File: src/rtl/jogo_desafio_memoria.sv
// jogo_desafio_memoria
// Simon-style memory game for a 1 kHz board clock. Each round replays a stored
// sequence of one-hot LED steps (one step longer per round), then waits for the
// player to reproduce it on four buttons. Ends in win after the last round, or
// loss on a wrong button or a 5 s (5000-cycle) timeout.
//
// Ports:
//   clock            system clock, 1 kHz, rising edge
//   reset            asynchronous, active-low
//   jogar            start/restart request (level-sampled)
//   chaveMemoria     ROM select, latched on start
//   botaoDificuldade difficulty (0: 8 rounds, 1: 16 rounds), latched on start
//   botoes[3:0]      player buttons, one-hot, active-high
//   leds[3:0]        step display
//   ganhou/perdeu/pronto/timeout  registered end-of-game flags
//   db_*             debug: 7-seg (gfedcba, active-low) views and raw mirrors
module jogo_desafio_memoria (
  input  logic       clock,
  input  logic       reset,
  input  logic       jogar,
  input  logic       chaveMemoria,
  input  logic       botaoDificuldade,
  input  logic [3:0] botoes,
  output logic [3:0] leds,
  output logic       ganhou,
  output logic       perdeu,
  output logic       pronto,
  output logic       timeout,
  output logic [6:0] db_contagem,
  output logic [6:0] db_memoria,
  output logic [6:0] db_estado,
  output logic [6:0] db_jogadafeita,
  output logic [6:0] db_limite,
  output logic       db_clock,
  output logic       db_iniciar,
  output logic       db_tem_jogada,
  output logic       db_igual,
  output logic       db_dificuldade,
  output logic       db_sel_memoria,
  output logic [1:0] db_selMux
);

  typedef enum logic [3:0] {
    INICIAL        = 4'h0,
    PREPARACAO     = 4'h1,
    MOSTRA         = 4'h2,
    APAGA          = 4'h3,
    ESPERA         = 4'h4,
    REGISTRA       = 4'h5,
    COMPARA        = 4'h6,
    PROXIMA_JOGADA = 4'h7,
    FIM_RODADA     = 4'h8,
    EST_GANHOU     = 4'hA,
    EST_PERDEU     = 4'hB,
    EST_TIMEOUT    = 4'hC
  } estado_t;

  estado_t     estado, proximo;
  logic [3:0]  addr;
  logic [3:0]  rodada;
  logic [3:0]  jogadafeita;
  logic        sel_memoria;
  logic        dificuldade;
  logic        botoes_prev;
  logic [8:0]  cnt_exibe;
  logic [12:0] cnt_timeout;
  logic [1:0]  sel_mux;

  logic [3:0]  rom_dado;
  logic [3:0]  limite;
  logic        tem_jogada;
  logic        igual;
  logic        fim_exibe;
  logic        fim_timeout;

  function automatic logic [3:0] rom1(input logic [3:0] a);
    logic [3:0] r;
    case (a)
      4'd0:  r = 4'h1;
      4'd1:  r = 4'h4;
      4'd2:  r = 4'h2;
      4'd3:  r = 4'h8;
      4'd4:  r = 4'h4;
      4'd5:  r = 4'h2;
      4'd6:  r = 4'h1;
      4'd7:  r = 4'h1;
      4'd8:  r = 4'h2;
      4'd9:  r = 4'h2;
      4'd10: r = 4'h4;
      4'd11: r = 4'h4;
      4'd12: r = 4'h8;
      4'd13: r = 4'h8;
      4'd14: r = 4'h1;
      default: r = 4'h4;
    endcase
    return r;
  endfunction

  function automatic logic [3:0] rom0(input logic [3:0] a);
    logic [3:0] r;
    case (a)
      4'd0:  r = 4'h8;
      4'd1:  r = 4'h4;
      4'd2:  r = 4'h2;
      4'd3:  r = 4'h1;
      4'd4:  r = 4'h1;
      4'd5:  r = 4'h2;
      4'd6:  r = 4'h4;
      4'd7:  r = 4'h8;
      4'd8:  r = 4'h2;
      4'd9:  r = 4'h8;
      4'd10: r = 4'h4;
      4'd11: r = 4'h1;
      4'd12: r = 4'h8;
      4'd13: r = 4'h1;
      4'd14: r = 4'h2;
      default: r = 4'h4;
    endcase
    return r;
  endfunction

  // Hex digit to 7-segment, gfedcba order, active-low.
  function automatic logic [6:0] hex7seg(input logic [3:0] v);
    logic [6:0] s;
    case (v)
      4'h0: s = 7'h3F;
      4'h1: s = 7'h06;
      4'h2: s = 7'h5B;
      4'h3: s = 7'h4F;
      4'h4: s = 7'h66;
      4'h5: s = 7'h6D;
      4'h6: s = 7'h7D;
      4'h7: s = 7'h07;
      4'h8: s = 7'h7F;
      4'h9: s = 7'h6F;
      4'hA: s = 7'h77;
      4'hB: s = 7'h7C;
      4'hC: s = 7'h39;
      4'hD: s = 7'h5E;
      4'hE: s = 7'h79;
      default: s = 7'h71;
    endcase
    return ~s;
  endfunction

  assign rom_dado    = sel_memoria ? rom1(addr) : rom0(addr);
  assign limite      = dificuldade ? 4'hF : 4'h7;
  // One-cycle pulse on the rising edge of "any button pressed", so a button
  // held across states only ever produces a single play.
  assign tem_jogada  = (|botoes) & ~botoes_prev;
  assign igual       = (jogadafeita == rom_dado);
  assign fim_exibe   = (cnt_exibe == 9'd499);
  assign fim_timeout = (cnt_timeout == 13'd4999);

  always_ff @(posedge clock or negedge reset) begin
    if (!reset) estado <= INICIAL;
    else        estado <= proximo;
  end

  always_comb begin
    proximo = estado;
    sel_mux = 2'b00;
    case (estado)
      INICIAL:        if (jogar) proximo = PREPARACAO;
      PREPARACAO:     proximo = MOSTRA;
      MOSTRA: begin
        sel_mux = 2'b01;
        if (fim_exibe) proximo = APAGA;
      end
      APAGA:          if (fim_exibe) proximo = (addr == rodada) ? ESPERA : MOSTRA;
      ESPERA: begin
        sel_mux = 2'b10;
        // A play arriving on the expiry cycle takes precedence.
        if (tem_jogada)       proximo = REGISTRA;
        else if (fim_timeout) proximo = EST_TIMEOUT;
      end
      REGISTRA:       proximo = COMPARA;
      COMPARA: begin
        if (!igual)              proximo = EST_PERDEU;
        else if (addr == rodada) proximo = FIM_RODADA;
        else                     proximo = PROXIMA_JOGADA;
      end
      PROXIMA_JOGADA: proximo = ESPERA;
      FIM_RODADA:     proximo = (rodada == limite) ? EST_GANHOU : MOSTRA;
      EST_GANHOU: begin
        sel_mux = 2'b11;
        if (jogar) proximo = PREPARACAO;
      end
      EST_PERDEU:     if (jogar) proximo = PREPARACAO;
      EST_TIMEOUT:    if (jogar) proximo = PREPARACAO;
      default:        proximo = INICIAL;
    endcase
  end

  always_ff @(posedge clock or negedge reset) begin
    if (!reset) begin
      addr        <= '0;
      rodada      <= '0;
      jogadafeita <= '0;
      sel_memoria <= 1'b0;
      dificuldade <= 1'b0;
      botoes_prev <= 1'b0;
      cnt_exibe   <= '0;
      cnt_timeout <= '0;
      ganhou      <= 1'b0;
      perdeu      <= 1'b0;
      pronto      <= 1'b0;
      timeout     <= 1'b0;
    end else begin
      botoes_prev <= |botoes;

      // Display timer wraps to 0 on each mostra/apaga boundary.
      if ((estado == MOSTRA || estado == APAGA) && !fim_exibe)
        cnt_exibe <= cnt_exibe + 9'd1;
      else
        cnt_exibe <= '0;

      if (estado == ESPERA) cnt_timeout <= cnt_timeout + 13'd1;
      else                  cnt_timeout <= '0;

      case (estado)
        PREPARACAO: begin
          sel_memoria <= chaveMemoria;
          dificuldade <= botaoDificuldade;
          rodada      <= '0;
          addr        <= '0;
        end
        APAGA: if (fim_exibe) addr <= (addr == rodada) ? 4'd0 : addr + 4'd1;
        ESPERA: if (tem_jogada) jogadafeita <= botoes;
        PROXIMA_JOGADA: addr <= addr + 4'd1;
        FIM_RODADA: if (rodada != limite) begin
          rodada <= rodada + 4'd1;
          addr   <= '0;
        end
        default: ;
      endcase

      // Flags decoded from the next state so they line up with the state register.
      ganhou  <= (proximo == EST_GANHOU);
      perdeu  <= (proximo == EST_PERDEU) || (proximo == EST_TIMEOUT);
      timeout <= (proximo == EST_TIMEOUT);
      pronto  <= (proximo == EST_GANHOU) || (proximo == EST_PERDEU) ||
                 (proximo == EST_TIMEOUT);
    end
  end

  always_comb begin
    leds = 4'b0000;
    case (sel_mux)
      2'b01:   leds = rom_dado;
      2'b10:   leds = botoes;
      2'b11:   leds = 4'b1111;
      default: leds = 4'b0000;
    endcase
  end

  assign db_contagem    = hex7seg(addr);
  assign db_memoria     = hex7seg(rom_dado);
  assign db_estado      = hex7seg(estado);
  assign db_jogadafeita = hex7seg(jogadafeita);
  assign db_limite      = hex7seg(rodada);
  assign db_clock       = clock;
  assign db_iniciar     = jogar;
  assign db_tem_jogada  = tem_jogada;
  assign db_igual       = igual;
  assign db_dificuldade = dificuldade;
  assign db_sel_memoria = sel_memoria;
  assign db_selMux      = sel_mux;

endmodule

File: config.mk
export PLATFORM = sky130hd
export DESIGN_NAME = jogo_desafio_memoria
export DESIGN_NICKNAME = d
export VERILOG_FILES = /design/src/rtl/jogo_desafio_memoria.sv
export SDC_FILE = /design/constraint.sdc
export NUM_CORES = 1
export LEC_CHECK = 0
export CAP_MARGIN = 20
export CORE_MARGIN = 3
export CORE_UTILIZATION = 50
export CTS_BUF_LIST = sky130_fd_sc_hd__clkbuf_4 sky130_fd_sc_hd__clkbuf_8 sky130_fd_sc_hd__clkbuf_16
export CTS_CLUSTER_SIZE = 25
export DETAILED_ROUTE_END_ITERATION = 10
export PLACE_DENSITY = 0.78
export REMOVE_ABC_BUFFERS = 1
export SYNTH_ARGS = -nofsm -noshare
export SYNTH_HDL_FRONTEND = slang
export SYNTH_SLANG_ARGS = --single-unit
File: constraint.sdc
create_clock -name clock -period 3.5 [get_ports clock]
set_input_delay 0.7 -clock clock [delete_from_list [all_inputs] [get_ports clock]]
set_output_delay 0.7 -clock clock [all_outputs]
set_load 0.01 [all_outputs]
; ---- Word level (Yosys, flattened, before mapping)
; Memories as Yosys holds them, arrays and structs flattened.
; Cells that the tools add are included.
[word_totals]
ff_bits = 45
latch_bits = 0
ramBits = 0
mem_bits_ro = 688
output_inout_bits = 51
memories = 7
[classes]
n_addsub = 4
mul = 0
div = 0
order_cmp = 0
eq_ne = 25
n_shift = 0
n_mux = 22
bitwise = 7
n_reduce_logical = 14
[mem_list]
columns = name, depth, word_bits, read_ports, rd_ports_with_merged_regs, wr, line
row1 = (no name shown), 16, 7, 1, 0, 0, 125  ; case (v)
row2 = (no name shown), 16, 7, 1, 0, 0, 125
row3 = (no name shown), 16, 7, 1, 0, 0, 125
row4 = (no name shown), 16, 7, 1, 0, 0, 125
row5 = (no name shown), 16, 7, 1, 0, 0, 125
row6 = (no name shown), 16, 4, 1, 0, 0, 101  ; case (a)
row7 = +1 memories, --, --, --, --, --, --
[ops]
columns = cell, count
row1 = two-way mux 4 bit, 14
row2 = one-hot mux 4 bit (9 select lines), 1
row3 = NOT 7 bit, 5
row4 = "equality test 4 bit, second input constant", 7
row5 = "equality test 4 x 3 -> 1 bit, second input constant", 4
row6 = one-hot mux 4 bit (4 select lines), 1
row7 = "adder 13 x 1 -> 13 bit, second input constant", 1
row8 = "equality test 13 bit, second input constant", 1
row9 = two-way mux 13 bit, 1
row10 = equality test 4 bit, 3
row11 = one-hot mux 4 bit (3 select lines), 1
row12 = "adder 9 x 1 -> 9 bit, second input constant", 1
row13 = "equality test 9 bit, second input constant", 1
row14 = two-way mux 9 bit, 1
row15 = "adder 4 x 1 -> 4 bit, second input constant", 2
row16 = "equality test 4 x 2 -> 1 bit, second input constant", 2
row17 = one-hot mux 4 bit (2 select lines), 1
row18 = OR reduction 4 bit, 2
row19 = one-hot mux 2 bit (3 select lines), 1
row20 = "equality test 2 bit, second input constant", 2
row21 = "equality test 4 x 1 -> 1 bit, second input constant", 1
row22 = logical NOT 4 bit, 1
row23 = logical OR 1 bit, 4
row24 = "inequality test 2 bit, second input constant", 2
row25 = 11 further kinds, 12

; ---- Depth between registers and ports, before layout
; Gate-level depths: netlist of run 1.
; An unclocked memory read counts as a cell.
[logic_depth]
ltp_word = 8
ltp_mapped = 11
depth_no_buf = 10

==> results of run 1 <==
power groups by stage:
stage                     logic, µW  registers (µW)  clock network, µW
after global placement         1080             612               29.1
after global routing           1220             610                473
after floorplan                 651             611                  0
final                          1120             604                447
after detailed placement       1100             612               29.1
after CTS                      1090             603                455
worst paths after layout:
path / end / slack, ps / from / depth (start not counted)
min in group clock: cnt_exibe[0] / 480 / cnt_exibe[0] / 1
hold reg to reg: cnt_exibe[0] / 480 / cnt_exibe[0] / 1
setup reg to reg: ganhou / 880 / addr[1] / 10
hold / removal: cnt_timeout[5] / 440 / reset / 1
max in group asynchronous: addr[2] / 2390 / reset / 1
setup / recovery: db_memoria[0] / 20 / addr[1] / 10
per-stage QoR:
step / cell area, µm² / setup slack, ps / hold slack (ps)
after floorplan: 3760 / 404 / 404
after global placement: 4600 / 158 / 440
after detailed placement: 4600 / 31.5 / 460
after CTS: 4780 / -30.0 / 472
after global routing: 4850 / -80.8 / 503
final: 4850 / 19.7 / 435
cell type report:
cell class	instances	area share [%]
clock buffers	10	2.63
multi-input cells	369	54.3
inverters	24	1.86
repair buffers	78	15.1
flip-flops and latches	45	23.3
clock inverters	2	0.310
well taps	99	2.56
routing by layer:
metal | wire (µm) | part of all wire [%] | vias to the layer above | global-route usage, %
li1 | - | - | 1760 | -
met1 | 4240 | 45 | 1680 | 28.6
met2 | 4550 | 49 | 107 | 35.1
met3 | 437 | 4.7 | 10 | 3.43
met4 | 108 | 1.2 | 0 | 6.02
met5 | 0 | 0 | - | 0
cell families after synthesis:
group                      Yosys count
buffers and inverters               54
DFF                                 45
muxes                               24
adders and majority gates           32
AOI/OAI and AO/OA                  105
and+or+nand+nor                    181
xor gates and xnor gates            27
cells in the mapped netlist, types with 6 or more instances:
cell type | n | share of area (%)
mux2i_1 | 16 | 4.1
a21oi_1 | 23 | 2.9
nand3_1 | 17 | 2.2
nand2b_1 | 8 | 1.3
dfrtp_1 | 45 | 29
nor2b_1 | 10 | 1.6
inv_1 | 23 | 2.2
nor2_1 | 53 | 5.1
xnor2_1 | 9 | 2.0
clkbuf_1 | 18 | 1.7
xor2_1 | 18 | 4.0
nor3_1 | 8 | 1.0
and2_1 | 7 | 1.1
nand2_1 | 41 | 3.9
and3_1 | 10 | 1.6
o21ai_0 | 25 | 3.2
mux2_2 | 6 | 1.7
ha_1 | 32 | 10
repair_timing:
action / in CTS / in global routing
resized for setup: 23 / 13
setup endpoints to repair: 8 / 5
hold buffers: 0 / 0
pin swaps: 4 / 4
setup buffers: 2 / 3
registers in the layout, indices dropped and copies added, names as in the netlist, 4 cells and up:
register     count
cnt_exibe        9
estado           4
cnt_timeout     13
addr             4
rodada           4
jogadafeita      4
==> flow_summary.ini, run 1 <==
[critical_path]
slowest_stage = dfrtp_1
crit_path_start_kind = flip-flop
crit_chain = inv_2 > ha_2 > mux2i_1 > a211o_1 > nand2_2 > inv_1 > ha_1 > or3_1 > o221a_2 > dlygate4sd2_1
worst-path-buf-inv = 3
critPathKind = flip-flop to output pin
crit_family = buffers and inverters
required_ps = 2800
crit_arrival_ps = 2780
crit_fanout = 5
endpoint_kind = output pin
cpPeakStageDelay_ps = 420

[floorplan]
start_util_pct = 52.8
io_pins = 60
die_h_um = 94.4
die_x_um = 94.4
die-area_mm2 = 0.00891
rows = 31
core_area_mm2 = 0.00741

[detailed_routing]
drcViolationCount = 0
antenna_left = 0
vias = 3557
routed_wl_um = 9340
detail_route.first_pass.iterations = 5
drtIter0Drc = 189
vias_per_cell = 5.67
avgRoutedWirePerCell_um = 14.9

[sta]
rsz0062_at_grt = yes
setup_violations = 0
fmax_mhz = 287
hold_viol = 0
slew_violations = 0
slew-limit-headroom_pct = 35.6
worst_pin_slew_ps = 966
tns_ps = 0
finClkSkew_ps = 11.2
period_share_pct = 99.4
finalCriticalPeriod_ps = 3480

[logic_synthesis]
ys_ff_latch = 45
synth_compound_area_share_pct = 18.1
synthSimpleGateAreaFrac_pct = 23.7
avgSynthCellArea_um2 = 8.35
synth.area.mux_share_pct = 6.98
synthFlopType = dfrtp_1
syn_area_mm2 = 0.00391
synth_cell_types = 66
synth-edff-count = 0
ys_warn_count = 0
yosysSeqAreaShare_pct = 28.8
synthAdderAreaFrac_pct = 10.2
synth_xor_area_share_pct = 6.05
syn_inst = 468
async_reset_ff_share_pct = 100
synth_top_family_by_area = simple AND/OR/NAND/NOR gates

[run_status]
status = complete, no violations

[layout]
drive_gt1_share_pct = 14.6
num-fill-cells = 592
seq_area_mm2 = 0.00113
layout.cells.most_common = nor2_1
finish.utilization_pct = 65.4
final_cell_mix = nor2_1, clkdlybuf4s50_1, dfrtp_1
n_antenna_cell = 0
multi_input_area_mm2 = 0.00263
instances_no_fill = 627
nets = 568
area_delta_synth_final_pct = 24.0

[grt]
grtUsageTotal_pct = 21.2
grt_pass1_vias = 3345
grt_overflow = 0
grt_antenna_before_repair = 0
grt_max_degree = 46
grt_pass1_wl_um = 15400

[placement]
hpwl_um = 6850
place.gp.congestion = 0.882
dp.cells = 611
io_buffers = 59

[power_and_ir_drop]
p_total_uw = 2170
internal_power_uw = 1340
power_frac_clock_pct = 20.6
powerDensity_mw_per_mm2 = 448
p_sw_share_pct = 38.1
p_leak_uw = 0.00213
power.net_switching_uw = 826
combPwrFrac_pct = 51.6
seqPwrFrac_pct = 27.9
ir_drop_uv = 346

[clock_network]
cts_tree = yes
clk_latency_ps = 410
clk_pin_slew_ps = 90

[worst_hold_path]
hold_path_class = primary input to async pin

[job]
drv_cap = 0
No activity file was read; power rests on OpenSTA's default activity.
==> inputs of run 2 (changes only) <==
CORE_MARGIN = 2   (was 3)
==> run 2 against run 1 <==
Effect of this change:
- sequential share of layout area is 0.57 points lower
- setup slack better by 47 ps
- power is 0.84% higher
- global-route usage is 0.48 points lower
- first-iteration DRC count is 35% lower
- largest power group unchanged
==> flow_summary.ini, run 2 (synthesis gave the netlist of run 1 again) <==
[critical_path]
crit_fanout = 14
cpPeakStageDelay_ps = 510
crit_path_start_kind = flip-flop
crit_arrival_ps = 2730
slowest_stage = dfrtp_2
crit_chain = buf_4 > mux2i_2 > o211a_1 > or2_2 > or3_1 > o221a_2 > dlygate4sd2_1
worst-path-buf-inv = 2
endpoint_kind = output pin
required_ps = 2800
critPathKind = flip-flop to output pin
crit_family = simple AND/OR/NAND/NOR gates

[power_and_ir_drop]
ir_drop_uv = 325
powerDensity_mw_per_mm2 = 440
p_leak_uw = 0.00219

[sta]
fmax_mhz = 291
worst_pin_slew_ps = 724
fin_hold_ws_ps = 228
setup_violations = 0
tns_ps = 0
finalCriticalPeriod_ps = 3430
finClkSkew_ps = 5.37
slew-limit-headroom_pct = 51.7
hold_viol = 0
period_share_pct = 98.1
slew_violations = 0

[job]
drv_cap = 0

[layout]
nets = 577
area_delta_synth_final_pct = 27.1
seq_area_mm2 = 0.00113
num-fill-cells = 603
layout.cells.most_common = nor2_1
finish.utilization_pct = 65.0
instances_no_fill = 639
top_regs = cnt_timeout: 13 flops, cnt_exibe: 9 flops
design_area_mm2 = 0.00497
multi_input_area_mm2 = 0.00267
n_antenna_cell = 0
regMostFlops = cnt_timeout
drive_gt1_share_pct = 16.8
final_cell_mix = nor2_1, clkdlybuf4s50_1, dfrtp_1
largest_register_ffs = 13

[clock_network]
cts_tree = yes
clk_latency_ps = 400
holdBufCountCts = 0
clk_pin_slew_ps = 90

[detailed_routing]
routed_wl_um = 9180
antenna_left = 0
drcViolationCount = 0
vias = 3589
drtIter0Drc = 122
detail_route.first_pass.iterations = 5
avgRoutedWirePerCell_um = 14.4
vias_per_cell = 5.62

[worst_hold_path]
hold_path_class = primary input to async pin

[placement]
hpwl_um = 6650
dpl-instance-area_mm2 = 0.00458
dp.cells = 613
place.gp.congestion = 0.895
io_buffers = 59

[grt]
grt_overflow = 0
grt_max_degree = 46
grt_pass1_vias = 3298
grt_antenna_before_repair = 0
grtUsageTotal_pct = 20.7
grt_pass1_wl_um = 14800

[floorplan]
io_pins = 60
start_util_pct = 51.1
core_area_mm2 = 0.00765
die_x_um = 92.4
die-area_mm2 = 0.00854
rows = 32
die_h_um = 92.4

[run_status]
status = complete, no violations
==> run 2: changes by cell type in the layout (fill, tap and decap cells not counted), moves of 2 or more <==
cell / before / now
buf_4: 18 / 27
dlygate4sd2_1: 7 / 5
dlymetal6s2s_1: 1 / 3
ha_1: 28 / 25
ha_2: 3 / 5
nor2b_1: 10 / 8
nor2b_2: 0 / 2
==> run 2: worst reg2reg max path, cell delays in order (launching register included) <==
cell      delay [ps]
dfrtp_1          420
buf_4            140
ha_2             190
or4b_4           500
o221ai_4         100
buf_4            160
o21a_1           160
nor4b_4           60
buf_4            140
buf_4            130
and3_1           160
o221a_2          280
nor4_2           290
==> run 2: power breakdown <==
| part | internal (µW) | total [µW] | switching, µW |
|---|---|---|---|
| clock | 240 | 440 | 200 |
| combinational | 567 | 1140 | 575 |
| sequential | 552 | 605 | 52.8 |
| total | 1360 | 2190 | 828 |
==> run 2: what timing repair did <==
action	in CTS	in global routing
setup endpoints to repair	8	6
pin swaps	5	4
resized for setup	19	24
setup buffers	3	11
==> run 2: path summary, 6_finish.rpt <==
| kind | from | depth (start not counted) | endpoint | slack (ps) |
|---|---|---|---|---|
| worst max-delay path | addr[2] | 7 | db_memoria[0] | 70 |
| worst min-delay path | reset | 1 | cnt_timeout[7] | 230 |
| worst max register to register | addr[1] | 12 | ganhou | 680 |
| worst min register to register | cnt_timeout[0] | 1 | cnt_timeout[0] | 460 |
| max in group asynchronous | reset | 2 | addr[3] | 2760 |
| min in group clock | cnt_timeout[0] | 1 | cnt_timeout[0] | 460 |
==> run 2: stage by stage <==
| step | setup WS [ps] | power, µW |
|---|---|---|
| 2_1_floorplan | 404 | 1260 |
| 3_3_place_gp | 99.7 | 1700 |
| 3_5_place_dp | 22.6 | 1720 |
| 4_1_cts | -83.2 | 2130 |
| 5_1_grt | -30.3 | 2330 |
| 6_report | 67.1 | 2190 |
==> run 2: area by class of cell <==
type / instances / area share, %
clock inverter: 2 / 0.302
timing repair buffer: 87 / 16.3
sequential: 45 / 22.7
multi-input combinational: 369 / 53.7
clock buffer: 10 / 2.57
tap: 102 / 2.57
inverter: 24 / 1.81
==> run 2: routing by layer <==
metal / wire, µm / vias to the layer above / global-route usage, %
met5: 0 / - / 0
met3: 449 / 6 / 2.85
met2: 4530 / 91 / 35.5
met1: 4140 / 1712 / 27.6
li1: - / 1780 / -
met4: 63 / 0 / 5.22
==> inputs of run 3 (changes only) <==
==> constraint.sdc (replaced) <==
create_clock -name clock -period 4.3 [get_ports clock]
set_input_delay 0.86 -clock clock [delete_from_list [all_inputs] [get_ports clock]]
set_output_delay 0.86 -clock clock [all_outputs]
set_load 0.02 [all_outputs]
==> run 3 against run 2 <==
Effect of this change:
- core utilization fell by 3.7 points
- non-clock buffer count fell by 24
- wire length fell by 5.4%
- final cell count fell by 3.8%
- first-iteration DRC count rose by 52%
- combinational power fell by 17%
- critical path type unchanged
- final area fell by 5.7%
- via count fell by 4.3%
- sequential share of layout area rose by 1.4 points
- highest routed layer unchanged
==> flow_summary.ini, run 3 (synthesis gave the netlist of run 1 again) <==
[clock_network]
cts_setup_buffers = 0
holdBufCountCts = 0
clk_pin_slew_ps = 100
clk_latency_ps = 410
cts_tree = yes

[sta]
finalCriticalPeriod_ps = 4140
rsz0062_at_grt = no
setup_violations = 0
fmax_mhz = 242
fin_hold_ws_ps = 244
worst_pin_slew_ps = 791
slew-limit-headroom_pct = 46.9
tns_ps = 0
hold_viol = 0
period_share_pct = 96.2
finClkSkew_ps = 13.1
slew_violations = 0

[worst_hold_path]
hold_path_class = primary input to async pin

[detailed_routing]
drtIter0Drc = 185
avgRoutedWirePerCell_um = 14.1
routed_wl_um = 8690
vias = 3436
antenna_left = 0
detail_route.first_pass.iterations = 4
drcViolationCount = 0
vias_per_cell = 5.59
routed.top_layer = met4
wl_met1_um = 4120
wl_met2_um = 4180
wl_met3_um = 341

[floorplan]
die_h_um = 92.4
rows = 32
start_util_pct = 51.1
die-area_mm2 = 0.00854
io_pins = 60
die_x_um = 92.4
core_area_mm2 = 0.00765

[layout]
largest_register_ffs = 13
nets = 553
num-fill-cells = 654
final_cell_mix = clkdlybuf4s50_1, nor2_1, dfrtp_1
layout.cells.most_common = clkdlybuf4s50_1
drive_gt1_share_pct = 9.16
area_delta_synth_final_pct = 19.8
top_regs = cnt_timeout: 13 flops, cnt_exibe: 9 flops
n_antenna_cell = 0
regMostFlops = cnt_timeout

[run_status]
status = complete, no violations

[power_and_ir_drop]
power.net_switching_uw = 744
ir_drop_uv = 293
combPwrFrac_pct = 52.3
p_sw_share_pct = 40.9
power_frac_clock_pct = 20.3
p_leak_uw = 0.00200
powerDensity_mw_per_mm2 = 388
seqPwrFrac_pct = 27.5
internal_power_uw = 1070

[critical_path]
crit_arrival_ps = 3280
crit_fanout = 9
crit_path_start_kind = flip-flop
endpoint_kind = output pin
required_ps = 3440
critPathKind = flip-flop to output pin
reg2reg_depth = 8

[grt]
grt_overflow = 0
grt_pass1_wl_um = 14400
grt_antenna_before_repair = 0
grt_max_degree = 46
grtUsageTotal_pct = 20.2
grt_pass1_vias = 3201

[placement]
hpwl_um = 6510
io_buffers = 59
place.gp.congestion = 0.887

[job]
drv_cap = 0
run 3: cell count changes in the layout (fill, tap and decap cells not counted), moves of 3 or more:
cell,delta
ha_1,+7
ha_2,-5
dlygate4sd2_1,-5
inv_2,-3
dlymetal6s2s_1,-3
clkdlybuf4s50_1,+9
inv_1,+3
buf_4,-23
run 3: power by group through the flow:
stage	Sequential [µW]	Clock [µW]	Combinational, µW
5_1_grt	507	394	1040
4_1_cts	499	376	947
6_report	499	368	951
3_5_place_dp	506	31.2	939
3_3_place_gp	505	31.2	923
2_1_floorplan	505	0	603
run 3: worst max-delay path, cell delays in order, from the launching register on:
cell and delay (ps):
dfrtp_2 470, inv_1 140, ha_1 260, or4b_1 470
o221ai_1 140, nor2_1 140, or2_2 340, and2_1 150
o221a_2 230, clkdlybuf4s50_1 530
run 3: routing by layer:
layer | global-route usage, % | up-vias
met5 | 0 | -
met4 | 4.73 | 0
met3 | 3.09 | 5
met2 | 35.0 | 70
met1 | 26.6 | 1625
li1 | - | 1736
run 3: final timing paths:
path	from	end	slack [ps]
worst min-delay path	reset	cnt_timeout[12]	240
worst max register to register	estado[1]	perdeu	1150
worst min register to register	cnt_timeout[0]	cnt_timeout[0]	470
max in group asynchronous	reset	addr[2]	3600
worst max-delay path	addr[0]	db_memoria[0]	160
min in group clock	cnt_timeout[0]	cnt_timeout[0]	470
run 3: area by class of cell:
class | instances | area, µm² | share of cell area, %
multi-input cells | 369 | 2570 | 54.8
flip-flops and latches | 45 | 1130 | 24.1
repair buffers | 63 | 626 | 13.4
well taps | 102 | 128 | 2.73
clock buffers | 9 | 120 | 2.56
inverters | 24 | 90.1 | 1.92
clock inverters | 3 | 22.5 | 0.481
run 3: per-stage QoR:
step	power (µW)	instance area [µm²]	worst slack, ps	std cells	utilization, %
finish	1820	4680	163	615	61.2
CTS	1820	4650	18.3	614	60.8
global placement	1460	4500	446	603	58.9
global route	1940	4680	5.35	615	61.2
detailed placement	1480	4500	275	603	58.9
floorplan	1110	3760	956	438	-
run 3: what timing repair did:
item / in CTS / in global routing
endpoints found under the setup margin: 4 / 8
pin swaps: 0 / 1
gates resized for setup: 4 / 4
